### src/rtl/baseband_rx_pkg.sv
// Shared types, constants and the per-axis slicer for the receive demapper.
package baseband_rx_pkg;

  // Mapping selector values
  localparam logic MAP_QPSK  = 1'b0;
  localparam logic MAP_QAM16 = 1'b1;

  // Bits carried by one symbol in each mapping
  localparam int BITS_QPSK  = 2;
  localparam int BITS_QAM16 = 4;

  // FIFO entry: {mapping, I bits[1:0], Q bits[1:0]}
  localparam int ENTRY_W = 5;

  typedef struct packed {
    logic       map;
    logic [1:0] i_bits;
    logic [1:0] q_bits;
  } sym_entry_t;

  // Serializer state encoding
  typedef enum logic {
    SER_IDLE  = 1'b0,
    SER_SHIFT = 1'b1
  } ser_state_t;

  // Gray-coded decision for one axis. QPSK uses bit[0] only; bit[1] is 0.
  // The sample is widened to int so -512 and +511 compare exactly.
  function automatic logic [1:0] slice_axis(input logic signed [9:0] v,
                                            input logic map,
                                            input int thresh);
    int x;
    x = int'(v);
    if (map == MAP_QPSK) begin
      slice_axis = {1'b0, (x >= 0)};
    end else if (x < -thresh) begin
      slice_axis = 2'b00;
    end else if (x < 0) begin
      slice_axis = 2'b01;
    end else if (x < thresh) begin
      slice_axis = 2'b11;
    end else begin
      slice_axis = 2'b10;
    end
  endfunction

endpackage

### src/rtl/rx_symbol_fifo.sv
// Synchronous DEPTHxWIDTH symbol FIFO with show-ahead read data.
// A push while full is accepted only when a pop happens in the same cycle.
module rx_symbol_fifo #(
  parameter int DEPTH = 4,
  parameter int WIDTH = 5
) (
  input  logic                     i_clk,
  input  logic                     i_rst_n,
  input  logic                     i_push,
  input  logic [WIDTH-1:0]         i_wdata,
  input  logic                     i_pop,
  output logic [WIDTH-1:0]         o_rdata,
  output logic                     o_full,
  output logic                     o_empty,
  output logic [$clog2(DEPTH):0]   o_count
);

  localparam int AW = $clog2(DEPTH);

  logic [WIDTH-1:0] r_mem [DEPTH];
  logic [AW-1:0]    r_wr_ptr;
  logic [AW-1:0]    r_rd_ptr;
  logic [AW:0]      r_count;
  logic             w_do_push;
  logic             w_do_pop;

  assign o_full    = (r_count == (AW+1)'(DEPTH));
  assign o_empty   = (r_count == '0);
  assign o_count   = r_count;
  assign o_rdata   = r_mem[r_rd_ptr];
  assign w_do_pop  = i_pop && !o_empty;
  assign w_do_push = i_push && (!o_full || w_do_pop);

  // Pointer and occupancy bookkeeping
  always_ff @(posedge i_clk or negedge i_rst_n) begin
    if (!i_rst_n) begin
      r_wr_ptr <= '0;
      r_rd_ptr <= '0;
      r_count  <= '0;
    end else begin
      if (w_do_push) r_wr_ptr <= r_wr_ptr + AW'(1);
      if (w_do_pop)  r_rd_ptr <= r_rd_ptr + AW'(1);
      case ({w_do_push, w_do_pop})
        2'b10:   r_count <= r_count + (AW+1)'(1);
        2'b01:   r_count <= r_count - (AW+1)'(1);
        default: r_count <= r_count;
      endcase
    end
  end

  // Storage array, written only on an accepted push
  always_ff @(posedge i_clk) begin
    if (w_do_push) r_mem[r_wr_ptr] <= i_wdata;
  end

endmodule

### src/rtl/baseband_demap.sv
// Receive demapper: decimate I/Q to one sample per symbol, slice to QPSK or
// 16-QAM Gray bits, buffer symbols, and serialize bits under valid/ready.
// Handshake: a bit is transferred on a cycle where data_valid && data_ready;
// data_out/data_valid stay stable while data_ready is low.
module baseband_demap
  import baseband_rx_pkg::*;
#(
  parameter int THRESH = 128,
  parameter int DEPTH  = 4
) (
  input  logic       dsp_clk,
  input  logic       rst_n,
  input  logic       enable,
  input  logic       mapping,
  input  logic [3:0] sample_rate,
  input  logic [3:0] sample_phase,
  input  logic [9:0] I_in,
  input  logic [9:0] Q_in,
  input  logic       sample_valid,
  input  logic       data_ready,
  input  logic       overflow_clr,
  output logic       data_out,
  output logic       data_valid,
  output logic       overflow
);

  localparam int FIFO_AW = $clog2(DEPTH);

  // ---------------- decimator ----------------
  logic [3:0] w_n;
  logic [3:0] w_phase;
  logic [3:0] r_phase_cnt;
  logic       w_capture;

  // Effective symbol length and clamped phase
  always_comb begin
    w_n       = (sample_rate <= 4'd1) ? 4'd1 : sample_rate;
    w_phase   = (sample_phase >= w_n) ? (w_n - 4'd1) : sample_phase;
    w_capture = enable && sample_valid && (r_phase_cnt == w_phase);
  end

  // Phase counter: held at 0 while disabled, wraps at N-1
  always_ff @(posedge dsp_clk or negedge rst_n) begin
    if (!rst_n) begin
      r_phase_cnt <= '0;
    end else if (!enable) begin
      r_phase_cnt <= '0;
    end else if (sample_valid) begin
      r_phase_cnt <= (r_phase_cnt >= (w_n - 4'd1)) ? 4'd0 : (r_phase_cnt + 4'd1);
    end
  end

  // ---------------- slicer ----------------
  logic       r_slc_valid;
  sym_entry_t r_slc_entry;

  // One registered slicing stage; mapping is latched with the sample
  always_ff @(posedge dsp_clk or negedge rst_n) begin
    if (!rst_n) begin
      r_slc_valid <= 1'b0;
      r_slc_entry <= '0;
    end else begin
      r_slc_valid <= w_capture;
      if (w_capture) begin
        r_slc_entry <= {mapping,
                        slice_axis($signed(I_in), mapping, THRESH),
                        slice_axis($signed(Q_in), mapping, THRESH)};
      end
    end
  end

  // ---------------- symbol FIFO ----------------
  logic [ENTRY_W-1:0] w_fifo_rdata;
  sym_entry_t         w_head;
  logic               w_fifo_full;
  logic               w_fifo_empty;
  logic [FIFO_AW:0]   w_fifo_count;
  logic               w_pop;
  logic               w_drop;

  rx_symbol_fifo #(
    .DEPTH (DEPTH),
    .WIDTH (ENTRY_W)
  ) u_fifo (
    .i_clk   (dsp_clk),
    .i_rst_n (rst_n),
    .i_push  (r_slc_valid),
    .i_wdata (r_slc_entry),
    .i_pop   (w_pop),
    .o_rdata (w_fifo_rdata),
    .o_full  (w_fifo_full),
    .o_empty (w_fifo_empty),
    .o_count (w_fifo_count)
  );

  assign w_head = w_fifo_rdata;
  assign w_drop = r_slc_valid && w_fifo_full && !w_pop;

  // Occupancy can never exceed the configured depth
  always_ff @(posedge dsp_clk) begin
    if (rst_n) assert (int'(w_fifo_count) <= DEPTH);
  end

  // ---------------- serializer ----------------
  ser_state_t r_state;
  ser_state_t w_next;
  logic [3:0] r_shift;
  logic [2:0] r_left;
  logic [3:0] w_load_bits;
  logic [2:0] w_load_len;
  logic       w_fire;
  logic       w_last;
  logic       w_adv;

  assign data_valid = (r_state == SER_SHIFT);
  assign data_out   = data_valid & r_shift[3];
  assign w_fire     = data_valid && data_ready;
  assign w_last     = (r_left == 3'd1);

  // Head entry laid out MSB-first: I MSB, I LSB, Q MSB, Q LSB (QPSK: I, Q)
  always_comb begin
    if (w_head.map == MAP_QAM16) begin
      w_load_bits = {w_head.i_bits, w_head.q_bits};
      w_load_len  = 3'(BITS_QAM16);
    end else begin
      w_load_bits = {w_head.i_bits[0], w_head.q_bits[0], 2'b00};
      w_load_len  = 3'(BITS_QPSK);
    end
  end

  // Serializer state register
  always_ff @(posedge dsp_clk or negedge rst_n) begin
    if (!rst_n) r_state <= SER_IDLE;
    else        r_state <= w_next;
  end

  // Next state, FIFO pop and shift control; the last bit's acceptance
  // chains straight into the next entry so symbols stream without a bubble
  always_comb begin
    w_next = r_state;
    w_pop  = 1'b0;
    w_adv  = 1'b0;
    case (r_state)
      SER_IDLE: begin
        if (!w_fifo_empty) begin
          w_pop  = 1'b1;
          w_next = SER_SHIFT;
        end
      end
      SER_SHIFT: begin
        if (w_fire) begin
          if (w_last) begin
            if (!w_fifo_empty) w_pop  = 1'b1;
            else               w_next = SER_IDLE;
          end else begin
            w_adv = 1'b1;
          end
        end
      end
      default: w_next = SER_IDLE;
    endcase
  end

  // Shift register and remaining-bit count
  always_ff @(posedge dsp_clk or negedge rst_n) begin
    if (!rst_n) begin
      r_shift <= '0;
      r_left  <= '0;
    end else if (w_pop) begin
      r_shift <= w_load_bits;
      r_left  <= w_load_len;
    end else if (w_adv) begin
      r_shift <= {r_shift[2:0], 1'b0};
      r_left  <= r_left - 3'd1;
    end
  end

  // ---------------- overflow ----------------
  logic r_overflow;
  assign overflow = r_overflow;

  // Sticky drop flag; a set in the same cycle as a clear wins
  always_ff @(posedge dsp_clk or negedge rst_n) begin
    if (!rst_n)            r_overflow <= 1'b0;
    else if (w_drop)       r_overflow <= 1'b1;
    else if (overflow_clr) r_overflow <= 1'b0;
  end

endmodule

### config.mk
export PLATFORM = sky130hd
export DESIGN_NAME = baseband_demap
export DESIGN_NICKNAME = d
export VERILOG_FILES = /design/src/rtl/baseband_rx_pkg.sv /design/src/rtl/rx_symbol_fifo.sv /design/src/rtl/baseband_demap.sv
export SDC_FILE = /design/constraint.sdc
export NUM_CORES = 1
export LEC_CHECK = 0
export ABC_AREA = 1
export BUFFER_PORTS_ARGS = -buffer_cell sky130_fd_sc_hd__buf_2
export CORE_ASPECT_RATIO = 2
export CORE_UTILIZATION = 52
export DETAILED_ROUTE_END_ITERATION = 8
export HOLD_SLACK_MARGIN = 0.02
export MAX_ROUTING_LAYER = met4
export PLACE_DENSITY = 0.76
export SKIP_LAST_GASP = 1
export SYNTH_ARGS = -nofsm -noshare
export SYNTH_HDL_FRONTEND = slang
export SYNTH_HIERARCHICAL = 1
export SYNTH_SLANG_ARGS = --single-unit
### constraint.sdc
create_clock -name dsp_clk -period 2.21 [get_ports dsp_clk]
set_input_delay 0.1105 -clock dsp_clk [delete_from_list [all_inputs] [get_ports dsp_clk]]
set_output_delay 0.1105 -clock dsp_clk [all_outputs]
set_load 0.005 [all_outputs]
==> metrics.md <==
| Metric | Value |
|---|---|
| Status | `finished, final reports clean` |
| Clock sinks | `46` |
| Top-count cell post-synth | `nand2_1` |
| Slew Viols, Final | `0` |
| Clock transition at the registers of the reported paths | `about 0.08 ns` |
| Wirelength per Cell | `about 13 um` |
| Core Rows | `36` |
| Finish-stage setup viols | `0` |
| FF/Latch Area | `roughly 1300 um2` |
| Worst skew pair latency | `approximately 0.29 ns` |
| Final WL | `5.10 mm` |
| CP required | `2.43 ns` |
| Mapped Nets | `~350` |
| Grt ovf | `0` |
| DP Area | `2930 um2` |
| CTS H-tree depth | `2` |
| Max Buffers Root-to-Sink | `2` |
| Via count | `approximately 2,100` |
| Layout fillers | `437` |
| Post-synthesis area per instance | `just over 9 um2` |
| Critical setup path kind | `flip-flop to flip-flop` |
| Diodes inserted | `0` |
| Setup tns final | `0 ns` |
| Final period utilization | `a little over 90%` |
| Leakage | `around 1.5 nW` |
| Max incr delay on CP | `0.43 ns` |
| Synth cell types | `35` |
| Post-synthesis cell area | `2710 um2` |
| Top delay family on crit path | `adder cells` |
| Worst hold path class | `input pin to flip-flop` |
| CP Launch Type | `flip-flop` |
| Crit end category | `flip-flop` |
| # port buffers | `23` |
| Post-synthesis sequential area ratio | `46.3%` |
| Post-route cell area | `3090 um2` |
| Total GRT Usage | `21.4%` |
| Post-synthesis async set-or-reset flop share | `56.5%` |
| Worst slew pin tran | `0.586 ns` |
| Final Non-Filler Cells | `398` |
| Number of DRC markers in iteration 0 | `36` |
| Initial antenna violation count | `0` |
| Die width | `53 um` |
| Slew margin rel. | `between 60% and 70%` |
| Hold Vio Cnt, Final | `0` |
| Post-Syn Instances | `298` |
| Final Critical Period | `2.02 ns` |
| Share of the synthesized area in the top cell type | `24.1%` |
| Core area | `4950 um2` |
| Maxcap violations | `0` |
| Remaining antenna violation count | `0` |
| CTS tree | `yes` |
| Max FO, Critical Path | `3` |
| Drt drc | `0` |
| Multi-input logic area | `1250 um2` |
| Worst-path cell chain | `inv_2, ha_2, nand3_1, nand2_1, nand2_2, inv_1, inv_1, nand3_2, nand2_4, ha_4, inv_2, fa_2, o21ai_1` |
| Starting Density | `between 50% and 60%` |
| Setup Skew | `around 0.0075 ns` |
| Total iterations of the first detailed-routing run | `4` |
| Post-synth EDFFs | `20` |
| Main synth FF type | `dfrtp_1` |
| Synth Register Bits | `46` |
| Vias/cell | `5.26` |
| Most instantiated cells after synthesis | `62 x nand2_1, 46 x inv_1, 26 x dfrtp_1, 26 x nor2_1, 20 x edfxtp_1` |
| RSZ-0062 raised after global routing | `false` |
| Area growth, synth to finish | `14.1%` |
| Peak Freq | `a little under 500 MHz` |
| Die height | `104 um` |
| Largest net degree at the start of global routing | `27` |
| Layout Nets | `393` |
| Yosys warning count | `6` |
| Power Total | `2.87 mW` |
| Yosys top cell by area | `dfrtp_1` |
| HPWL Detailed | `4.17 mm` |
| Bufs and invs on worst path | `4` |
| Routability cong. | `0.785` |
| Slowest CP cell | `fa_2` |
| Layout cells sized above 1 | `23.5%` |
| First-pass GRT wire length | `approximately 8.6 mm` |
| Worst VDD drop | `0.654 mV` |
| Vias in the first global route | `2,174` |
| Critical path data arrival time | `about 2.2 ns` |
| Power Dens Cells | `around 930 nW/um2` |
| Synth top area cells | `dfrtp_1 24%, edfxtp_1 22%, nand2_1 8.6%` |
| Clk root buf | `clkbuf_8` |
| Num CTS Buffers | `5` |
| Die area | `5510 um2` |
| Cells after DPL | `384` |
| I/O pins | `38` |
-- per-layer routing --
| layer | share of wire (%) | vias to the layer above | routed length, um | track usage, % |
|---|---|---|---|---|
| li1 | - | 1052 | - | - |
| met1 | 33 | 975 | 1670 | 16.6 |
| met2 | 60 | 45 | 3080 | 41.1 |
| met3 | 2.0 | 20 | 102 | 2.92 |
| met4 | 5.0 | 0 | 255 | 13.7 |
| met5 | 0 | - | 0 | - |
-- timing repair --
action / 4_1_cts / 5_1_grt
hold buffers: 2 / 0
pin swaps: 1 / 4
endpoints found under the setup margin: 1 / 2
resized for setup: 0 / 9
hold endpoints to repair: 27 / 0
setup buffers: 1 / 3
-- final cells by class --
class	count	area share, %
sequential	46	40.6
clock buffer	7	2.47
inverter	52	6.41
tap	57	2.31
multi-input combinational	197	40.5
timing repair buffer	38	7.54
clock inverter	1	0.243
-- state kept, by name, indices dropped and copies added, names as in the netlist --
register and cells:
u_fifo/o_count 3, r_slc_entry 5, r_shift 4, r_left 3, data_valid 1, u_fifo/r_rd_ptr 2, r_slc_valid 1, overflow 1
u_fifo/r_mem 20, r_phase_cnt 4, u_fifo/r_wr_ptr 2
-- power breakdown --
group          switching (mW)  internal, mW
Clock                   0.264         0.224
Combinational           0.649         0.457
Sequential              0.168          1.11
Total                    1.08          1.79
-- worst reg2reg max path, cell delays in order (launching register included) --
cell and delay (ns):
dfrtp_1 0.38, inv_2 0.07, ha_2 0.17, nand3_1 0.08, nand2_1 0.09, nand2_2 0.06
inv_1 0.08, inv_1 0.05, nand3_2 0.09, nand2_4 0.07, ha_4 0.17, inv_2 0.07
fa_2 0.43, o21ai_1 0.15
-- final timing paths --
check                                                start                            end  slack (ns)  cells past startpoint
max in group asynchronous                            rst_n     r_phase_cnt[2]$_DFFE_PN0P_        1.47                      2
worst max-delay path                 r_left[1]$_DFFE_PN0P_  u_fifo/o_count[1]$_DFFE_PN0P_        0.19                     13
worst min-delay path                               Q_in[9]     r_slc_entry[1]$_DFFE_PN0P_        0.14                      4
min in group asynchronous                            rst_n           overflow$_DFFE_PN0P_        0.34                      2
worst min register to register  r_slc_entry[3]$_DFFE_PN0P_   u_fifo/r_mem[0][3]$_DFFE_PP_        0.52                      0
worst max register to register       r_left[1]$_DFFE_PN0P_  u_fifo/o_count[1]$_DFFE_PN0P_        0.19                     13
-- per-stage QoR --
| step | setup WS [ns] | util, % | hold slack, ns |
|---|---|---|---|
| 4_1_cts | 0.0288 | 61.4 | 0.129 |
| 5_1_grt | 0.00183 | 62.3 | 0.124 |
| 3_3_place_gp | 0.0885 | 59.2 | 0.140 |
| 2_1_floorplan | 0.0461 | - | -0.185 |
| 6_report | 0.194 | 62.3 | 0.136 |
| 3_5_place_dp | 0.0160 | 59.2 | 0.150 |
-- cells in the final DEF (no fill, tap or decap), drive strengths merged, types with 2 or more instances in the layout --
| cell | Yosys | final |
|---|---|---|
| nand2 | 74 | 74 |
| inv | 51 | 51 |
| buf | 3 | 36 |
| nor2 | 30 | 30 |
| dfrtp | 26 | 26 |
| o21ai | 26 | 26 |
| edfxtp | 20 | 20 |
| nand3 | 20 | 20 |
| ha | 17 | 17 |
| nand4 | 11 | 11 |
| clkbuf | 0 | 7 |
| xnor2 | 4 | 4 |
| a21oi | 3 | 3 |
| o211a | 2 | 2 |
| o211ai | 2 | 2 |
| o22ai | 2 | 2 |
| dlygate4sd3 | 0 | 2 |
-- logic make-up (layout without fill, tap and decap cells) --
logic type / count (synthesis) / count (layout) / share of synthesized area, %
xor gates and xnor gates: 5 / 5 / 1.62
AOI/OAI and AO/OA: 37 / 37 / 8.23
adders and majority gates: 18 / 18 / 8.60
muxes: 1 / 1 / 0.370
DFF: 46 / 46 / 46.3
buffers and inverters: 55 / 98 / 8.42
and+or+nand+nor: 136 / 136 / 26.5
(Power assumes the default switching activity.)
